===== src/rtl/cbfp_block_exp_ctrl.sv =====
// cbfp_block_exp_ctrl: counts CBFP beats into blocks/frames, reduces per-beat shifts to a
// per-block minimum exponent and queues {blk_idx, exp_re, exp_im} in a ready/valid FIFO.
module cbfp_block_exp_ctrl #(
    parameter int SHIFT_WIDTH     = 5,
    parameter int BEATS_PER_BLK   = 4,
    parameter int BEATS_PER_FRAME = 32,
    parameter int FIFO_DEPTH      = 8,
    parameter int BLK_IDX_W       = (BEATS_PER_FRAME / BEATS_PER_BLK > 1) ?
                                    $clog2(BEATS_PER_FRAME / BEATS_PER_BLK) : 1,
    parameter int LVL_W           = $clog2(FIFO_DEPTH) + 1
) (
    input  logic                   i_clk,
    input  logic                   i_rst,
    input  logic                   i_din_valid,
    input  logic [SHIFT_WIDTH-1:0] i_shift_amt_re,
    input  logic [SHIFT_WIDTH-1:0] i_shift_amt_im,
    input  logic                   i_flush,
    input  logic                   i_exp_ready,
    output logic                   o_exp_valid,
    output logic [SHIFT_WIDTH-1:0] o_blk_exp_re,
    output logic [SHIFT_WIDTH-1:0] o_blk_exp_im,
    output logic [BLK_IDX_W-1:0]   o_blk_idx,
    output logic                   o_frame_start,
    output logic                   o_frame_done,
    output logic [LVL_W-1:0]       o_fifo_level,
    output logic                   o_overflow_err
);
    localparam int BEAT_W = BEATS_PER_FRAME > 1 ? $clog2(BEATS_PER_FRAME) : 1;
    localparam int BB_W   = BEATS_PER_BLK > 1 ? $clog2(BEATS_PER_BLK) : 1;
    localparam int AW     = $clog2(FIFO_DEPTH);
    localparam int E_W    = BLK_IDX_W + 2 * SHIFT_WIDTH;
    localparam logic [0:0] S_IDLE = 1'b0;
    localparam logic [0:0] S_RUN  = 1'b1;

    logic [0:0]             r_state;
    logic [BEAT_W-1:0]      r_beat;
    logic [BB_W-1:0]        r_bbeat;
    logic [BLK_IDX_W-1:0]   r_blk;
    logic [SHIFT_WIDTH-1:0] r_acc_re, r_acc_im;
    logic [E_W-1:0]         r_mem [FIFO_DEPTH];
    logic [LVL_W-1:0]       r_wp, r_rp;
    logic                   r_fs, r_fd, r_ovf;

    logic                   w_accept, w_blk_first, w_blk_last, w_frm_last;
    logic [SHIFT_WIDTH-1:0] w_min_re, w_min_im;
    logic [LVL_W-1:0]       w_level;
    logic                   w_full, w_pop, w_push_req, w_push;
    logic [E_W-1:0]         w_head;

    // flush dominates a same-cycle beat, so that beat is never accepted
    assign w_accept    = i_din_valid && !i_flush;
    assign w_blk_first = r_bbeat == '0;
    assign w_blk_last  = r_bbeat == BB_W'(BEATS_PER_BLK - 1);
    assign w_frm_last  = r_beat == BEAT_W'(BEATS_PER_FRAME - 1);
    assign w_min_re    = (w_blk_first || i_shift_amt_re < r_acc_re) ? i_shift_amt_re : r_acc_re;
    assign w_min_im    = (w_blk_first || i_shift_amt_im < r_acc_im) ? i_shift_amt_im : r_acc_im;
    assign w_level     = r_wp - r_rp;
    assign w_full      = w_level == LVL_W'(FIFO_DEPTH);
    assign w_pop       = (w_level != '0) && i_exp_ready;
    assign w_push_req  = w_accept && w_blk_last;
    assign w_push      = w_push_req && (!w_full || w_pop);
    assign w_head      = r_mem[r_rp[AW-1:0]];

    always_ff @(posedge i_clk) begin
        if (i_rst || i_flush) begin
            r_state  <= S_IDLE;
            r_beat   <= '0;
            r_bbeat  <= '0;
            r_blk    <= '0;
            r_acc_re <= '0;
            r_acc_im <= '0;
            r_wp     <= '0;
            r_rp     <= '0;
            r_fs     <= 1'b0;
            r_fd     <= 1'b0;
        end else begin
            r_fs <= w_accept && r_state == S_IDLE;
            r_fd <= w_accept && w_frm_last;
            if (w_accept) begin
                r_state  <= w_frm_last ? S_IDLE : S_RUN;
                r_beat   <= w_frm_last ? '0 : r_beat + 1'b1;
                r_bbeat  <= w_blk_last ? '0 : r_bbeat + 1'b1;
                r_blk    <= w_frm_last ? '0 : (w_blk_last ? r_blk + 1'b1 : r_blk);
                r_acc_re <= w_min_re;
                r_acc_im <= w_min_im;
            end
            if (w_push) r_wp <= r_wp + 1'b1;
            if (w_pop)  r_rp <= r_rp + 1'b1;
        end
    end

    always_ff @(posedge i_clk) begin
        if (w_push && !i_rst) r_mem[r_wp[AW-1:0]] <= {r_blk, w_min_re, w_min_im};
    end

    // sticky drop flag survives flush
    always_ff @(posedge i_clk) begin
        if (i_rst) r_ovf <= 1'b0;
        else if (w_push_req && !w_push) r_ovf <= 1'b1;
    end

    assign o_exp_valid    = w_level != '0;
    assign o_blk_idx      = o_exp_valid ? w_head[E_W-1 -: BLK_IDX_W] : '0;
    assign o_blk_exp_re   = o_exp_valid ? w_head[2*SHIFT_WIDTH-1 -: SHIFT_WIDTH] : '0;
    assign o_blk_exp_im   = o_exp_valid ? w_head[SHIFT_WIDTH-1:0] : '0;
    assign o_frame_start  = r_fs;
    assign o_frame_done   = r_fd;
    assign o_fifo_level   = w_level;
    assign o_overflow_err = r_ovf;
endmodule


===== config.mk =====
export PLATFORM = sky130hd
export DESIGN_NAME = cbfp_block_exp_ctrl
export DESIGN_NICKNAME = d
export VERILOG_FILES = /design/src/rtl/cbfp_block_exp_ctrl.sv
export SDC_FILE = /design/constraint.sdc
export NUM_CORES = 1
export LEC_CHECK = 0
export CAP_MARGIN = 20
export CORE_ASPECT_RATIO = 0.8
export CORE_MARGIN = 4
export CORE_UTILIZATION = 35
export DETAILED_ROUTE_END_ITERATION = 7
export REMOVE_ABC_BUFFERS = 1
export SLEW_MARGIN = 25
export SYNTH_ARGS = -nofsm -noshare
export SYNTH_HDL_FRONTEND = slang
export SYNTH_SLANG_ARGS = --single-unit

===== constraint.sdc =====
create_clock -name i_clk -period 4.45 [get_ports i_clk]
set_input_delay 0.6675 -clock i_clk [delete_from_list [all_inputs] [get_ports i_clk]]
set_output_delay 0.6675 -clock i_clk [all_outputs]
set_load 0.005 [all_outputs]

==> results of run 1 <==
## worst register-to-register path, stage by stage (launching register included)
cell and delay, ns:
dfxtp_1 0.46, inv_1 0.12, ha_1 0.23, inv_1 0.07
fa_1 0.43, or3_1 0.41, a211oi_2 0.43, nand2b_1 0.52
nor2_1 0.12, buf_4 0.23
## state kept, by name (all words and copies together) (netlist names), named ones only
signal,count
o_frame_done,1
o_frame_start,1
o_overflow_err,1
r_acc_im,5
r_acc_re,5
r_bbeat,2
r_beat,5
r_blk,3
r_mem,104
r_rp,4
r_state,1
r_wp,4
## report_power, final
group,switching [mW],internal [mW]
registers,0.00295,1.40
logic,0.0564,0.0328
clock network,0.512,0.986
## cell type report
cell class	instances	area, um2	share of cell area, %
multi-input cells	235	2010	27.7
flip-flops and latches	139	3820	52.7
repair buffers	46	433	5.97
clock inverters	14	201	2.78
inverters	22	82.6	1.14
clock buffers	18	429	5.91
well taps	220	275	3.79
## kinds of logic after synthesis
logic type	synth area share, %
buffers and inverters	2.81
flip-flops	64.1
multiplexers	14.2
AND/OR/NAND/NOR	9.07
AO/OA/AOI/OAI	5.18
adder cells (fa/ha/maj)	4.11
XOR/XNOR	0.441
## layout by cell type, fill, tap and decap left out, types with 4 or more instances in the layout
master,n
nand2_1,27
o21ai_0,13
ha_1,18
nor3_1,5
bufinv_16,5
buf_4,11
mux4_2,26
clkbuf_16,17
clkdlybuf4s50_1,35
nand3_1,4
dfxtp_1,34
nor2_1,39
edfxtp_1,104
nand2b_1,4
inv_1,22
nor4_2,4
mux2i_1,24
a21oi_1,21
## path summary, 6_finish.rpt
kind                               from               to  slack [ns]  depth (start not counted)
worst max-delay path            r_wp[0]  o_blk_exp_im[3]        0.79                          9
worst min-delay path            r_state    o_frame_start        0.43                          1
worst max register to register  r_wp[0]     r_mem[0][11]        1.17                          9
worst min register to register  r_state    o_frame_start        0.43                          1
## metrics by stage
| step | instance area (um2) | utilization (%) | setup slack [ns] |
|---|---|---|---|
| 2_1_floorplan | 5880 | - | 0.881 |
| 3_3_place_gp | 6630 | 39.9 | 1.24 |
| 3_5_place_dp | 6630 | 39.9 | 1.16 |
| 4_1_cts | 7260 | 43.7 | 0.716 |
| 5_1_grt | 7260 | 43.7 | 0.553 |
| 6_report | 7260 | 43.7 | 0.791 |
## layer usage
metal	track usage, %	up-vias	routed length (um)
met1	17.8	1763	5580
li1	-	1649	-
met5	0	-	0
met2	20.8	58	5780
met3	3.44	11	544
met4	4.15	0	126
==> results.py, run 1 <==
metrics = {
    "min_path": {
        "hp-class": "flop to flop",
    },
    "synth": {
        "syn_area_mm2": 0.00596,
        "synth_top_area_share_pct": 52.4,
        "netlist_instances": 415,
        "yosys-top-cells-count": "104 x edfxtp_1, 39 x nor2_1, 35 x dfxtp_1",
        "synth-edff-count": 104,
        "async_reset_ff_share_pct": 0,
        "ys_ff_latch": 139,
        "syn_area_per_cell_um2": 14.4,
        "ys_seq_area_share_pct": 64.1,
        "synth_cell_type_count": 47,
        "ys.flop_type": "edfxtp_1",
        "synth_top_area_cell": "edfxtp_1",
        "yosysWarningCount": 0,
        "yosysMostFrequentCell": "edfxtp_1",
        "synth.area.top_cells": "edfxtp_1 52%, dfxtp_1 12%, mux4_2 9.8%",
    },
    "route": {
        "drcViolationCount": 0,
        "vias": 3481,
        "finalWirelength_mm": 12.0,
        "drt_iter0_markers": 173,
        "dr.pass1.iters": 4,
        "vias_per_cell": 5.02,
        "routedWlPerCell_um": 17.3,
        "final_antenna_net_count": 0,
    },
    "place": {
        "post-place-cells": 662,
        "dp_hpwl_mm": 7.75,
        "place_congestion": 0.804,
        "io_buffers": 35,
    },
    "sta": {
        "setup_viol": 0,
        "rsz0062_at_grt": "false",
        "holdWs_ns": 0.433,
        "relSlewSlack_pct": 33.7,
        "worst_pin_slew_ns": 0.993,
        "skew_ns": 0.00952,
        "setup_tns_ns": 0,
        "max_freq_mhz": 273,
        "finalHoldViolations": 0,
        "post-route-min-period_ns": 3.66,
        "final-max-slew-violation-count": 0,
        "finalCritPeriodShare_pct": 82.2,
    },
    "floorplan": {
        "rows": 42,
        "die_w_um": 154,
        "core-area_mm2": 0.0166,
        "ioPinCount": 36,
        "start_util_pct": 35.9,
        "dieArea_mm2": 0.0192,
        "fp.dieH_um": 125,
    },
    "cells_and_area": {
        "layout.nets": 495,
        "syn_to_final_growth_pct": 21.7,
        "fillCellCount": 1508,
        "antennaDiodeCount": 0,
        "final_cells": 694,
        "drive_gt1_share_pct": 17.9,
    },
    "worst_setup_path": {
        "cp_data_required_time_ns": 3.78,
        "crit_path_start_kind": "flop",
        "crit_arrival_ns": 2.99,
        "slowest_stage": "dfxtp_1",
        "slowest_delay_ns": 0.46,
        "cp_top_family": "buffers and inverters",
        "critical_path_class": "flop to primary output",
        "worstPathCellList": "inv_1 > ha_1 > inv_1 > fa_1 > or3_1 > nor2_1 > buf_4 > nor2_1 > clkdlybuf4s50_1",
        "crit_path_end_kind": "primary output",
        "crit_fanout": 14,
        "path_buf_inv": 4,
    },
    "power": {
        "power_mw": 2.99,
        "p_leak_nw": 2.40,
        "ir_drop_uv": 295,
        "powerDensity_mw_per_mm2": 412,
    },
    "grt": {
        "overflow": 0,
        "grt_pass1_vias": 3607,
        "grt_pass1_wl_mm": 19.6,
        "antenna_found_initial": 0,
        "grt_max_degree": 29,
        "grt_use_total_pct": 13.1,
    },
    "clock_network": {
        "cts_made_buffers": 17,
        "clock_path_buffers": 2,
        "clockRootBuffer": "clkbuf_16",
        "ctsResizeCount": 0,
        "clock_sinks": 139,
        "htree_levels": 4,
        "cts.hold.buffers_added": 0,
        "cts_tree": "built",
        "clkLatencyLatePin_ns": 0.41,
        "post_cts_buffers": 0,
        "cts.reportedPaths.clkPinSlew_ns": 0.06,
    },
    "run": {
        "maxCapViolations": 0,
    },
    "status": {
        "outcome": "finished clean",
    },
}
Note: power is estimated with default switching activity, not from simulation.
==> run 2, diff against run 1 <==
clock period = 3 ns   (was 4.45 ns; I/O delays follow)
==> run 2 against run 1 <==
  * Sequential share of layout area is 0.91 points lower
  * Via count is 2.9% higher
  * Clock skew is 0.0024 ns higher
  * Largest power group is now registers
  * Highest routed layer unchanged
==> results.py, run 2 (synthesis results as in run 1) <==
metrics = {
    "status": {
        "outcome": "finished clean",
    },
    "cells_and_area": {
        "final_area_mm2": 0.00740,
        "drive_gt1_share_pct": 26.3,
        "fillCellCount": 1493,
        "antennaDiodeCount": 0,
        "final_cells": 721,
        "layout.nets": 523,
        "layout_common_cells": "104 x edfxtp_1, 36 x nor2_1, 30 x dfxtp_1, 30 x buf_4",
        "largest_register_ff_count": 104,
        "syn_to_final_growth_pct": 24.1,
        "final_common_cell": "edfxtp_1",
    },
    "route": {
        "drt_iter0_markers": 162,
        "vias_per_cell": 4.97,
        "routedWlPerCell_um": 17.9,
        "dr.pass1.iters": 6,
        "finalWirelength_mm": 12.9,
        "vias": 3581,
        "final_antenna_net_count": 0,
        "drcViolationCount": 0,
    },
    "worst_setup_path": {
        "crit_path_start_kind": "flop",
        "crit_arrival_ns": 2.48,
        "critical_path_class": "flop to primary output",
        "worstReg2RegEnd": "r_mem[5][2]",
        "r2r-start": "r_wp[0]",
        "cp_data_required_time_ns": 2.55,
        "ff2ff_path_depth": 10,
        "regToRegSetupSlack_ns": 0.19,
        "crit_fanout": 3,
        "crit_path_end_kind": "primary output",
    },
    "floorplan": {
        "rows": 42,
        "ioPinCount": 36,
        "start_util_pct": 35.9,
        "fp.dieH_um": 125,
        "core-area_mm2": 0.0166,
        "die_w_um": 154,
        "dieArea_mm2": 0.0192,
    },
    "grt": {
        "grt_pass1_vias": 3687,
        "grt_use_met3_pct": 4.03,
        "antenna_found_initial": 0,
        "grt_max_degree": 29,
        "grt_use_total_pct": 13.5,
        "grt_pass1_wl_mm": 19.9,
        "groute.layer.met1.usage_pct": 17.8,
        "grt_busiest_layer": "met2",
        "met2_usage_pct": 21.8,
        "overflow": 0,
    },
    "clock_network": {
        "cts_tree": "built",
        "clock_path_buffers": 2,
        "clockRootBuffer": "clkbuf_16",
        "cts.reportedPaths.clkPinSlew_ns": 0.06,
        "cts.hold.buffers_added": 0,
        "clock_sinks": 139,
        "clkLatencyLatePin_ns": 0.41,
        "htree_levels": 4,
        "cts_made_buffers": 17,
    },
    "power": {
        "ir_drop_uv": 387,
        "power_mw": 4.08,
        "powerDensity_mw_per_mm2": 552,
        "p_leak_nw": 2.54,
    },
    "sta": {
        "finalCritPeriodShare_pct": 97.6,
        "skew_ns": 0.0120,
        "worst_pin_slew_ns": 0.885,
        "post-route-min-period_ns": 2.93,
        "final-max-slew-violation-count": 0,
        "setup_tns_ns": 0,
        "finalHoldViolations": 0,
        "relSlewSlack_pct": 40.4,
        "setup_viol": 0,
        "max_freq_mhz": 342,
    },
    "place": {
        "post-place-cells": 677,
        "post_dp_cell_area_mm2": 0.00675,
        "place_congestion": 0.781,
        "dp_hpwl_mm": 8.00,
        "io_buffers": 35,
    },
    "min_path": {
        "hp-start": "r_state",
        "whs_path_depth": 1,
        "holdPathEnd": "o_frame_start",
        "hp-class": "flop to flop",
    },
    "run": {
        "maxCapViolations": 0,
    },
}
-- run 2: report_power, final --
part	leakage [nW]	total [mW]	internal, mW	switching, mW
clock	0.251	1.85	1.12	0.736
combinational	1.07	0.147	0.0579	0.0888
sequential	1.22	2.08	2.08	0.00435
-- run 2: area by class of cell --
type	instances	area [um2]	share of cell area, %
Tap cell	220	275	3.72
Clock buffer	21	440	5.95
Inverter	22	82.6	1.12
Sequential cell	139	3830	51.8
Clock inverter	10	77.6	1.05
Multi-Input combinational cell	235	2040	27.6
Timing Repair Buffer	74	646	8.73
-- run 2: how the worst max path moves through the flow --
stage / start / to / slack [ns]
after floorplan: r_wp[0] / r_mem[1][0] / -0.57
after global placement: r_rp[0] / o_blk_idx[1] / 0.14
after detailed placement: i_shift_amt_re[4] / r_mem[5][6] / 0.05
after CTS: r_wp[0] / o_exp_valid / -0.02
after global routing: r_rp[1] / o_blk_exp_im[4] / -0.0007
final: r_wp[0] / o_blk_exp_im[3] / 0.07
-- run 2: what timing repair did --
item | CTS | global route
cloned | 1 | 0
setup buffers | 11 | 2
resized for setup | 62 | 5
setup endpoints to repair | 14 | 12
pin swaps | 4 | 5
-- run 2: routing by layer --
layer  part of all wire, %  up-vias
li1                      -     1706
met1                    47     1795
met2                    48       74
met3                   4.3        6
met4                  0.50        0
met5                     0        -
-- run 2: metrics by stage --
stage,hold WS [ns],setup slack [ns],util (%)
CTS,0.424,-0.0212,44.5
finish,0.421,0.0728,44.6
global placement,0.419,0.143,40.6
detailed placement,0.419,0.0468,40.6
floorplan,0.398,-0.569,-
global route,0.446,-0.000682,44.6
-- run 2: worst max-delay path, stage by stage, from the launching register on --
cell and delay [ns]:
dfxtp_2 0.33, inv_2 0.05, ha_4 0.15, inv_2 0.05, fa_2 0.43, or3_4 0.40, nor2_4 0.17, buf_6 0.15
buf_6 0.10, nor2_1 0.04, clkdlybuf4s15_1 0.20
